==> config.mk <==
export PLATFORM = sky130hd
export DESIGN_NAME = mdu_sched_flat
export DESIGN_NICKNAME = d
export VERILOG_FILES = /design/src/rtl/mdu_sched_if.sv /design/src/rtl/mdu_sched.sv /design/src/flat_wrapper.sv
export SDC_FILE = /design/constraint.sdc
export NUM_CORES = 1
export LEC_CHECK = 0
export ABC_AREA = 1
export CORE_MARGIN = 2
export CORE_UTILIZATION = 42
export DETAILED_ROUTE_END_ITERATION = 10
export PLACE_DENSITY = 0.73
export SLEW_MARGIN = 25
export SYNTH_ARGS = -nofsm -noshare
export SYNTH_HDL_FRONTEND = slang
export SYNTH_SLANG_ARGS = --single-unit
==> constraint.sdc <==
create_clock -name clk -period 1.4 [get_ports clk]
set_input_delay 0.21 -clock clk [delete_from_list [all_inputs] [get_ports clk]]
set_output_delay 0.21 -clock clk [all_outputs]
set_load 0.005 [all_outputs]
==> src/rtl/mdu_sched_if.sv <==
// Decoder <-> MDU sequencer handshake bundle.
// master: decoder/hazard side; slave: mdu_sched.
interface mdu_sched_if;
    logic       start_E;
    logic [2:0] op_E;
    logic       md_D;
    logic       op_latch;
    logic       is_signed;
    logic [1:0] hilo_src;
    logic       hi_we;
    logic       lo_we;
    logic       busy;
    logic       stall_D;

    modport master (
        output start_E,
        output op_E,
        output md_D,
        input  op_latch,
        input  is_signed,
        input  hilo_src,
        input  hi_we,
        input  lo_we,
        input  busy,
        input  stall_D
    );

    modport slave (
        input  start_E,
        input  op_E,
        input  md_D,
        output op_latch,
        output is_signed,
        output hilo_src,
        output hi_we,
        output lo_we,
        output busy,
        output stall_D
    );
endinterface

==> src/rtl/mdu_sched.sv <==
// MDU sequencer: latency counting, HI/LO write strobes and D-stage stall.
// Optional macro MDU_STALL_STATS_EN adds a 32-bit stall cycle counter.
module mdu_sched #(
    parameter int MUL_LAT = 5,
    parameter int DIV_LAT = 10,
    parameter int CNT_W   = 4
) (
    input  logic        clk,
    input  logic        reset,
    mdu_sched_if.slave  bus
`ifdef MDU_STALL_STATS_EN
    ,
    output logic [31:0] stall_cnt
`endif
);

    localparam logic [1:0] S_IDLE = 2'b00;
    localparam logic [1:0] S_MUL  = 2'b01;
    localparam logic [1:0] S_DIV  = 2'b10;

    localparam logic [2:0] OP_MULT  = 3'b001;
    localparam logic [2:0] OP_MULTU = 3'b010;
    localparam logic [2:0] OP_DIV   = 3'b011;
    localparam logic [2:0] OP_DIVU  = 3'b100;
    localparam logic [2:0] OP_MTLO  = 3'b101;
    localparam logic [2:0] OP_MTHI  = 3'b110;

    localparam logic [CNT_W-1:0] MUL_INIT = CNT_W'(MUL_LAT - 1);
    localparam logic [CNT_W-1:0] DIV_INIT = CNT_W'(DIV_LAT - 1);

    logic [1:0]       r_state;
    logic [CNT_W-1:0] r_cnt;
    logic [2:0]       r_op;

    logic w_idle;
    logic w_run;
    logic w_is_mul;
    logic w_is_div;
    logic w_iss_mul;
    logic w_iss_div;
    logic w_issue;
    logic w_mtlo;
    logic w_mthi;
    logic w_done;
    logic w_md_op;
    logic w_sgn_e;
    logic w_sgn_q;

    assign w_idle   = (r_state == S_IDLE);
    assign w_run    = ~w_idle;
    assign w_is_mul = (bus.op_E == OP_MULT) | (bus.op_E == OP_MULTU);
    assign w_is_div = (bus.op_E == OP_DIV) | (bus.op_E == OP_DIVU);

    // Starts and moves are only honoured from IDLE; anything else is ignored.
    assign w_iss_mul = w_idle & bus.start_E & w_is_mul;
    assign w_iss_div = w_idle & bus.start_E & w_is_div;
    assign w_issue   = w_iss_mul | w_iss_div;
    assign w_mtlo    = w_idle & bus.start_E & (bus.op_E == OP_MTLO);
    assign w_mthi    = w_idle & bus.start_E & (bus.op_E == OP_MTHI);
    assign w_done    = w_run & (r_cnt == '0);

    assign w_md_op = bus.start_E & (w_is_mul | w_is_div);
    assign w_sgn_e = (bus.op_E == OP_MULT) | (bus.op_E == OP_DIV);
    assign w_sgn_q = (r_op == OP_MULT) | (r_op == OP_DIV);

    always_ff @(posedge clk) begin
        if (reset) begin
            r_state <= S_IDLE;
            r_cnt   <= '0;
            r_op    <= '0;
        end else begin
            unique case (r_state)
                S_IDLE: begin
                    if (w_iss_mul) begin
                        r_state <= S_MUL;
                        r_cnt   <= MUL_INIT;
                        r_op    <= bus.op_E;
                    end else if (w_iss_div) begin
                        r_state <= S_DIV;
                        r_cnt   <= DIV_INIT;
                        r_op    <= bus.op_E;
                    end
                end
                S_MUL, S_DIV: begin
                    if (r_cnt == '0) begin
                        r_state <= S_IDLE;
                    end else begin
                        r_cnt <= r_cnt - 1'b1;
                    end
                end
                default: begin
                    r_state <= S_IDLE;
                    r_cnt   <= '0;
                end
            endcase
        end
    end

    // Every output is held low while reset is asserted.
    always_comb begin
        bus.op_latch  = 1'b0;
        bus.is_signed = 1'b0;
        bus.hilo_src  = 2'd0;
        bus.hi_we     = 1'b0;
        bus.lo_we     = 1'b0;
        bus.busy      = 1'b0;
        bus.stall_D   = 1'b0;
        if (!reset) begin
            bus.op_latch = w_issue;
            bus.busy     = w_run;
            bus.stall_D  = bus.md_D & (w_run | w_md_op);
            bus.hi_we    = w_done | w_mthi;
            bus.lo_we    = w_done | w_mtlo;
            unique case (1'b1)
                w_issue: bus.is_signed = w_sgn_e;
                w_run:   bus.is_signed = w_sgn_q;
                default: bus.is_signed = 1'b0;
            endcase
            unique case (1'b1)
                w_done:          bus.hilo_src = (r_state == S_DIV) ? 2'd1 : 2'd0;
                w_mtlo | w_mthi: bus.hilo_src = 2'd2;
                default:         bus.hilo_src = 2'd0;
            endcase
        end
    end

`ifdef MDU_STALL_STATS_EN
    logic [31:0] r_stall_cnt;

    always_ff @(posedge clk) begin
        if (reset) begin
            r_stall_cnt <= '0;
        end else if (bus.stall_D) begin
            r_stall_cnt <= r_stall_cnt + 32'd1;
        end
    end

    assign stall_cnt = r_stall_cnt;
`endif

endmodule

==> src/flat_wrapper.sv <==
// flat-port wrapper written by rule: the top's interface ports become plain ports
module mdu_sched_flat 
#(
    parameter int MUL_LAT = 5,
    parameter int DIV_LAT = 10,
    parameter int CNT_W   = 4
)
  (clk, reset, bus_start_E, bus_op_E, bus_md_D, bus_op_latch, bus_is_signed, bus_hilo_src, bus_hi_we, bus_lo_we, bus_busy, bus_stall_D);
  mdu_sched_if bus_i ();
  input  logic clk;
  input  logic reset;
  input wire logic [$bits(bus_i.start_E)-1:0] bus_start_E;
  input wire logic [$bits(bus_i.op_E)-1:0] bus_op_E;
  input wire logic [$bits(bus_i.md_D)-1:0] bus_md_D;
  output wire logic [$bits(bus_i.op_latch)-1:0] bus_op_latch;
  output wire logic [$bits(bus_i.is_signed)-1:0] bus_is_signed;
  output wire logic [$bits(bus_i.hilo_src)-1:0] bus_hilo_src;
  output wire logic [$bits(bus_i.hi_we)-1:0] bus_hi_we;
  output wire logic [$bits(bus_i.lo_we)-1:0] bus_lo_we;
  output wire logic [$bits(bus_i.busy)-1:0] bus_busy;
  output wire logic [$bits(bus_i.stall_D)-1:0] bus_stall_D;
  assign bus_i.start_E = bus_start_E;
  assign bus_i.op_E = bus_op_E;
  assign bus_i.md_D = bus_md_D;
  assign bus_op_latch = bus_i.op_latch;
  assign bus_is_signed = bus_i.is_signed;
  assign bus_hilo_src = bus_i.hilo_src;
  assign bus_hi_we = bus_i.hi_we;
  assign bus_lo_we = bus_i.lo_we;
  assign bus_busy = bus_i.busy;
  assign bus_stall_D = bus_i.stall_D;
  mdu_sched #(.MUL_LAT(MUL_LAT), .DIV_LAT(DIV_LAT), .CNT_W(CNT_W)) u_core (.clk(clk), .reset(reset), .bus(bus_i));
endmodule
==> reports/metrics.csv, run 1 <==
stage,metric,value,unit
worst_hold_path,min_to,u_core.r_op[2],
worst_setup_path,r2r_slack,-0.04,ns
run,drv_cap,0,
run_status,violations,negative setup slack,
drt,drt_iter0_drc,57,
finish,drive_gt1_share,58.04,%
floorplan,io_pins,15,
synth,netlist_instances,102,
place,gp_congestion,0.8438,
worst_setup_path,worstPathRequired,1.19,ns
floorplan,die_h,42.79,µm
clock_tree,cts_sinks,8,
drt,via_per_inst,5.835,
global_routing,grt_pass1_wl,3836,µm
sta,maxSlewHeadroom,81.04,%
worst_setup_path,r2r-end,u_core.r_cnt[0],
floorplan,rows,13,
finish,fin_area,1161,µm²
finish,mostFrequentLayoutCells,"nand2_1 (21), buf_4 (19), nor2_1 (12)",
clock_tree,cts-root-buf,clkbuf_4,
finish,mostFrequentLayoutCell,nand2_1,
place,hpwlAfterDp,1285,µm
worst_setup_path,worst-path-max-fanout,3,
synth,ys_seq_area_share,25.35,%
synth,syn_area_per_cell,6.195,µm²
power_and_ir_drop,leakagePower,0.5910,nW
floorplan,core-area,1350,µm²
drt,drtAntennaViolNets,0,
synth,yosysUniqueCellTypes,14,
floorplan,die_w,42.79,µm
worst_setup_path,reg2reg_from,u_core.r_state[0],
sta,slew_violations,0,
finish,fillers,63,
synth,syn-num-nets,114,
synth,yosysWarnings,0,
finish,seqCellArea,163.9,µm²
clock_tree,cts.clk_slew.worst_paths,0.06,ns
worst_setup_path,crit_type,register to output port,
clock_tree,cts_made_buffers,3,
sta,setup_viol,11,
sta,finalHoldViolCount,0,
place,place_area,927.1,µm²
clock_tree,cts-htree-levels,1,
clock_tree,tritoncts,built,
clock_tree,cts_buffer_depth,2,
finish,areaGrowthSynthToFinish,83.76,%
drt,num_vias,922,
clock_tree,hold_buffers,0,
finish,multi_input_area,585.6,µm²
sta,finalCritPeriodShare,121.3,%
run_status,status,"finished, violations left",
power_and_ir_drop,ir_worst_vdd,1931,µV
finish,final_nets,157,
global_routing,grt_use_total,28.58,%
power_and_ir_drop,power_density,2554,nW/µm²
drt,drtPass1Iterations,4,
place,port_buffers,14,
worst_hold_path,worstHoldPathCells,3,
synth,ys_seq_elements,8,
sta,max_freq,588.9,MHz
worst_setup_path,endpoint_kind,output port,
global_routing,antenna_found_initial,0,
sta,rsz0062_at_grt,yes,
drt,wl_per_cell,17.23,µm
global_routing,first_global_vias,845,
finish,diodes,0,
synth,syn_area,631.9,µm²
sta,min_period,1.698,ns
clock_tree,clock_latency,0.27,ns
worst_setup_path,worst_setup_path_start_kind,register,
worst_hold_path,hp-start,bus_op_E[2],
sta,fin_hold_ws,0.4410,ns
drt,wirelength,2723,µm
place,dp_slack,-0.7106,ns
global_routing,grt_remaining_overflow,0,
global_routing,grt_max_degree,8,
floorplan,dieArea,1831,µm²
worst_setup_path,r2r_cells,11,
sta,fin_ws,-0.2980,ns
sta,tightestPinTransition,0.2844,ns
worst_setup_path,crit_arrival,1.49,ns
worst_hold_path,hold_class,input pin to register,
floorplan,start_util,46.80,%
sta,skew,0.003528,ns
drt,drc,0,
## how the worst max path moves through the flow
stage	startpoint	to	cells past startpoint
2_1_floorplan	u_core.r_state[1]	bus_is_signed	4
3_3_place_gp	bus_op_E[0]	bus_is_signed	9
3_5_place_dp	bus_op_E[0]	bus_is_signed	9
4_1_cts	u_core.r_state[0]	bus_lo_we	9
5_1_grt	u_core.r_state[0]	bus_op_latch	9
6_report	u_core.r_state[0]	bus_op_latch	9
## Yosys cell counts, drive strengths merged
master	n	area share [%]
inv	13	7.7
buf	1	1.2
or3b	1	1.4
ha	5	9.9
nand3	12	13
nand2	35	22
nor2	15	8.9
nor3	1	0.79
a21oi	9	7.1
clkinv	1	0.79
dfxtp	8	25
xor2	1	1.4
## state kept, by name (all words and copies together) (netlist names)
register and flops:
u_core.r_cnt 4, u_core.r_state 2, u_core.r_op 2
## critical path, stage by stage (launching register included)
cell      delay (ns)
dfxtp_2         0.32
inv_2           0.07
ha_4            0.17
nand2_4         0.07
clkinv_4        0.07
nand3_4         0.11
nand2_4         0.11
inv_2           0.05
nor2_2          0.10
buf_2           0.14
## logic make-up after synthesis
kind of cell	count (synthesis)	share of synthesized area [%]
flip-flops	8	25.35
AO/OA/AOI/OAI	9	7.128
adder cells (fa/ha/maj)	5	9.901
XOR/XNOR	1	1.386
buffers and inverters	15	9.703
AND/OR/NAND/NOR	64	46.53
## report_power, final
| part | internal, mW | switching, mW |
|---|---|---|
| Sequential | 0.329 | 0.0517 |
| Combinational | 1.08 | 1.30 |
| Clock | 0.0994 | 0.0982 |
| Total | 1.51 | 1.45 |
## metrics by stage
step	total power, mW	utilization [%]	std cells	setup TNS [ns]
global placement	1.897	68.67	147	-5.714
detailed placement	1.937	68.67	147	-6.189
global route	3.106	86.01	158	-2.484
finish	2.965	86.01	158	-1.867
floorplan	1.314	-	102	0
CTS	2.443	80.26	157	-1.449
## area by class of cell
cell class	count	area share (%)
Multi-Input combinational cell	79	50.43
Timing Repair Buffer	39	26.94
Sequential cell	8	14.12
Inverter	14	4.957
Clock buffer	3	1.940
Tap cell	15	1.616
## layer usage
metal	part of all wire, %	GRT usage, %
met5	0	0
met4	9.8	23.75
met3	8.0	8.511
met2	47	45.45
met1	35	30.59
## repair_timing
item                                    4_1_cts  5_1_grt
setup buffers                                12        4
pin swaps                                    19       12
endpoints found under the setup margin       14       14
resized for setup                            75       23
Note: power is estimated with default switching activity, not from simulation.
==> run 2: changes to the inputs <==
--- a/config.mk
+++ b/config.mk
@@ -9,7 +9,7 @@
 export CORE_MARGIN = 2
 export CORE_UTILIZATION = 42
 export DETAILED_ROUTE_END_ITERATION = 10
-export PLACE_DENSITY = 0.73
+export PLACE_DENSITY = 0.72
 export SLEW_MARGIN = 25
 export SYNTH_ARGS = -nofsm -noshare
 export SYNTH_HDL_FRONTEND = slang
==> reports/metrics.csv, run 2 (synthesis gave the netlist of run 1 again) <==
stage,metric,value,unit,change
global_routing,grt_max_degree,8,,unchanged
place,gp_congestion,0.8316,,-1.4%
sta,max_freq,593.9,MHz,+0.85%
drt,drtAntennaViolNets,0,,unchanged
sta,rsz0062_at_grt,yes,,
clock_tree,cts_made_buffers,3,,unchanged
sta,fin_hold_ws,0.4663,ns,+0.02530 ns
worst_hold_path,hold_class,register to register,,
power_and_ir_drop,clkPwrFrac,7.4,%,+0.7 points
finish,largest_register_ff_count,4,,unchanged
clock_tree,clock_latency,0.27,ns,about the same
sta,tightestPinTransition,0.2901,ns,+0.005702 ns
sta,skew,0.009054,ns,+0.005526 ns
drt,via_per_inst,5.231,,-10%
drt,drc,0,,unchanged
run,drv_cap,0,,unchanged
finish,drive_gt1_share,50.34,%,-7.7 points
drt,wirelength,2298,µm,-16%
sta,slew_violations,0,,unchanged
worst_setup_path,worst_setup_path_start_kind,register,,
worst_setup_path,crit_arrival,1.47,ns,-0.02 ns
drt,wl_per_cell,14.36,µm,-17%
sta,maxSlewHeadroom,80.60,%,-0.44 points
global_routing,first_global_vias,776,,-8.2%
clock_tree,tritoncts,built,,
power_and_ir_drop,leakagePower,0.5884,nW,-0.45%
sta,min_period,1.684,ns,-0.01426 ns
drt,drt_iter0_drc,27,,-53%
place,dp_slack,-0.7225,ns,-0.01189 ns
sta,setup_viol,13,,+2
worst_setup_path,crit_type,register to output port,,
global_routing,grt_use_total,23.06,%,-5.5 points
finish,mostFrequentLayoutCells,"nand2_1 (26), buf_4 (21), nor2_1 (12)",,
drt,num_vias,837,,-9.2%
global_routing,antenna_found_initial,0,,unchanged
global_routing,grt_remaining_overflow,0,,unchanged
place,hpwlAfterDp,1290,µm,+0.40%
sta,finalHoldViolCount,0,,unchanged
run_status,status,"finished, violations left",,
power_and_ir_drop,p_sw,1.225,mW,-16%
power_and_ir_drop,power_density,2323,nW/µm²,-9.0%
finish,areaGrowthSynthToFinish,76.63,%,
worst_setup_path,worst-path-max-fanout,4,,+1
global_routing,grt_pass1_wl,3256,µm,-15%
finish,final_nets,159,,+1.3%
power_and_ir_drop,p_comb_share,78.3,%,-2.2 points
power_and_ir_drop,p_int,1.367,mW,-9.6%
floorplan,start_util,46.80,%,unchanged
run_status,violations,negative setup slack,,
drt,drtPass1Iterations,4,,unchanged
clock_tree,cts_buffer_depth,2,,unchanged
clock_tree,cts-root-buf,clkbuf_4,,
finish,mostFrequentLayoutCell,nand2_1,,
floorplan,die_w,42.79,µm,unchanged
power_and_ir_drop,seqPwrFrac,14.3,%,+1.5 points
floorplan,dieArea,1831,µm²,unchanged
clock_tree,cts_sinks,8,,unchanged
floorplan,die_h,42.79,µm,unchanged
place,port_buffers,14,,unchanged
floorplan,rows,13,,unchanged
clock_tree,cts-htree-levels,1,,unchanged
finish,diodes,0,,unchanged
floorplan,io_pins,15,,unchanged
clock_tree,hold_buffers,0,,unchanged
floorplan,core-area,1350,µm²,unchanged
worst_setup_path,endpoint_kind,output port,,
finish,top_register,u_core.r_cnt,,
finish,final_util,82.67,%,-3.3 points
sta,fin_ws,-0.2837,ns,+0.01426 ns
power_and_ir_drop,ir_worst_vdd,1503,µV,-22%
worst_setup_path,worstPathRequired,1.19,ns,about the same
clock_tree,cts.clk_slew.worst_paths,0.06,ns,about the same
sta,finalCritPeriodShare,120.3,%,-1.0 points
power_and_ir_drop,switching_share,47.27,%,-1.7 points
finish,top_regs,"u_core.r_cnt x4, u_core.r_op x2, u_core.r_state x2",,
## run 2: cell types whose count changed in the layout (fill, tap and decap cells not counted), moves of 2 or more
cell / previous run / this run
nand2_2: 8 / 4
clkdlybuf4s50_1: 2 / 4
ha_1: 1 / 3
nand2_1: 21 / 26
inv_1: 5 / 7
buf_4: 19 / 21
inv_2: 8 / 6
buf_6: 5 / 7
## run 2: final cells by class
cell class / count / area [µm²]
Multi-Input combinational cell: 79 / 525.5
Tap cell: 15 / 18.77
Sequential cell: 8 / 162.7
Inverter: 14 / 57.56
Timing Repair Buffer: 41 / 329.1
Clock buffer: 3 / 22.52
Fill cell: 79 / 234.0
## run 2: what timing repair did
item                                    in CTS  in global routing
endpoints found under the hold margin        0                  0
pin swaps                                   13                 10
resized for setup                           61                 17
endpoints found under the setup margin      16                 14
setup buffers                                8                  4
## run 2: final timing paths
check,from,end,slack (ns),cells past startpoint
worst min register to register,u_core.r_op[0],u_core.r_op[0],0.47,2
worst min-delay path,u_core.r_op[0],u_core.r_op[0],0.47,2
worst max register to register,u_core.r_state[0],u_core.r_cnt[3],-0.13,11
worst max-delay path,u_core.r_state[0],bus_is_signed,-0.28,9
## run 2: power by group through the flow
stage / Sequential, mW / Combinational [mW] / Clock [mW]
2_1_floorplan: 0.370 / 0.945 / 0
3_3_place_gp: 0.361 / 1.48 / 0
3_5_place_dp: 0.364 / 1.52 / 0
4_1_cts: 0.367 / 1.74 / 0.186
5_1_grt: 0.376 / 2.20 / 0.198
6_report: 0.370 / 2.03 / 0.193
## run 2: metrics by stage
| step | cells | cell area, µm² | TNS, ns | power, mW |
|---|---|---|---|---|
| global placement | 147 | 927.1 | -5.843 | 1.842 |
| global route | 160 | 1116 | -3.378 | 2.770 |
| CTS | 157 | 1042 | -1.831 | 2.288 |
| detailed placement | 147 | 927.1 | -6.413 | 1.884 |
| floorplan | 102 | 648.1 | 0 | 1.314 |
| finish | 160 | 1116 | -2.283 | 2.593 |
## run 2: worst max-delay path: stages (launching register included)
cell and delay [ns]:
dfxtp_2 0.33, inv_2 0.08, ha_4 0.18, nand2_4 0.08
clkinv_4 0.07, nand3_4 0.10, nand2_4 0.11, nand2_4 0.05
a21oi_2 0.10, buf_2 0.12
## run 2: per-layer routing
layer	routed length, µm	part of all wire, %	track usage (%)
met5	0	0	0
met4	40	1.7	8.750
met3	134	5.8	3.830
met2	1128	49	38.48
met1	994	43	29.23
==> run 3: changes to the inputs <==
--- a/config.mk
+++ b/config.mk
@@ -9,6 +9,7 @@
 export CORE_MARGIN = 2
 export CORE_UTILIZATION = 42
 export DETAILED_ROUTE_END_ITERATION = 10
+export HOLD_SLACK_MARGIN = 0.02
 export PLACE_DENSITY = 0.72
 export SLEW_MARGIN = 25
 export SYNTH_ARGS = -nofsm -noshare
==> results of run 3 <==
Same layout as run 2: the final DEF is identical, and so are final timing and power.
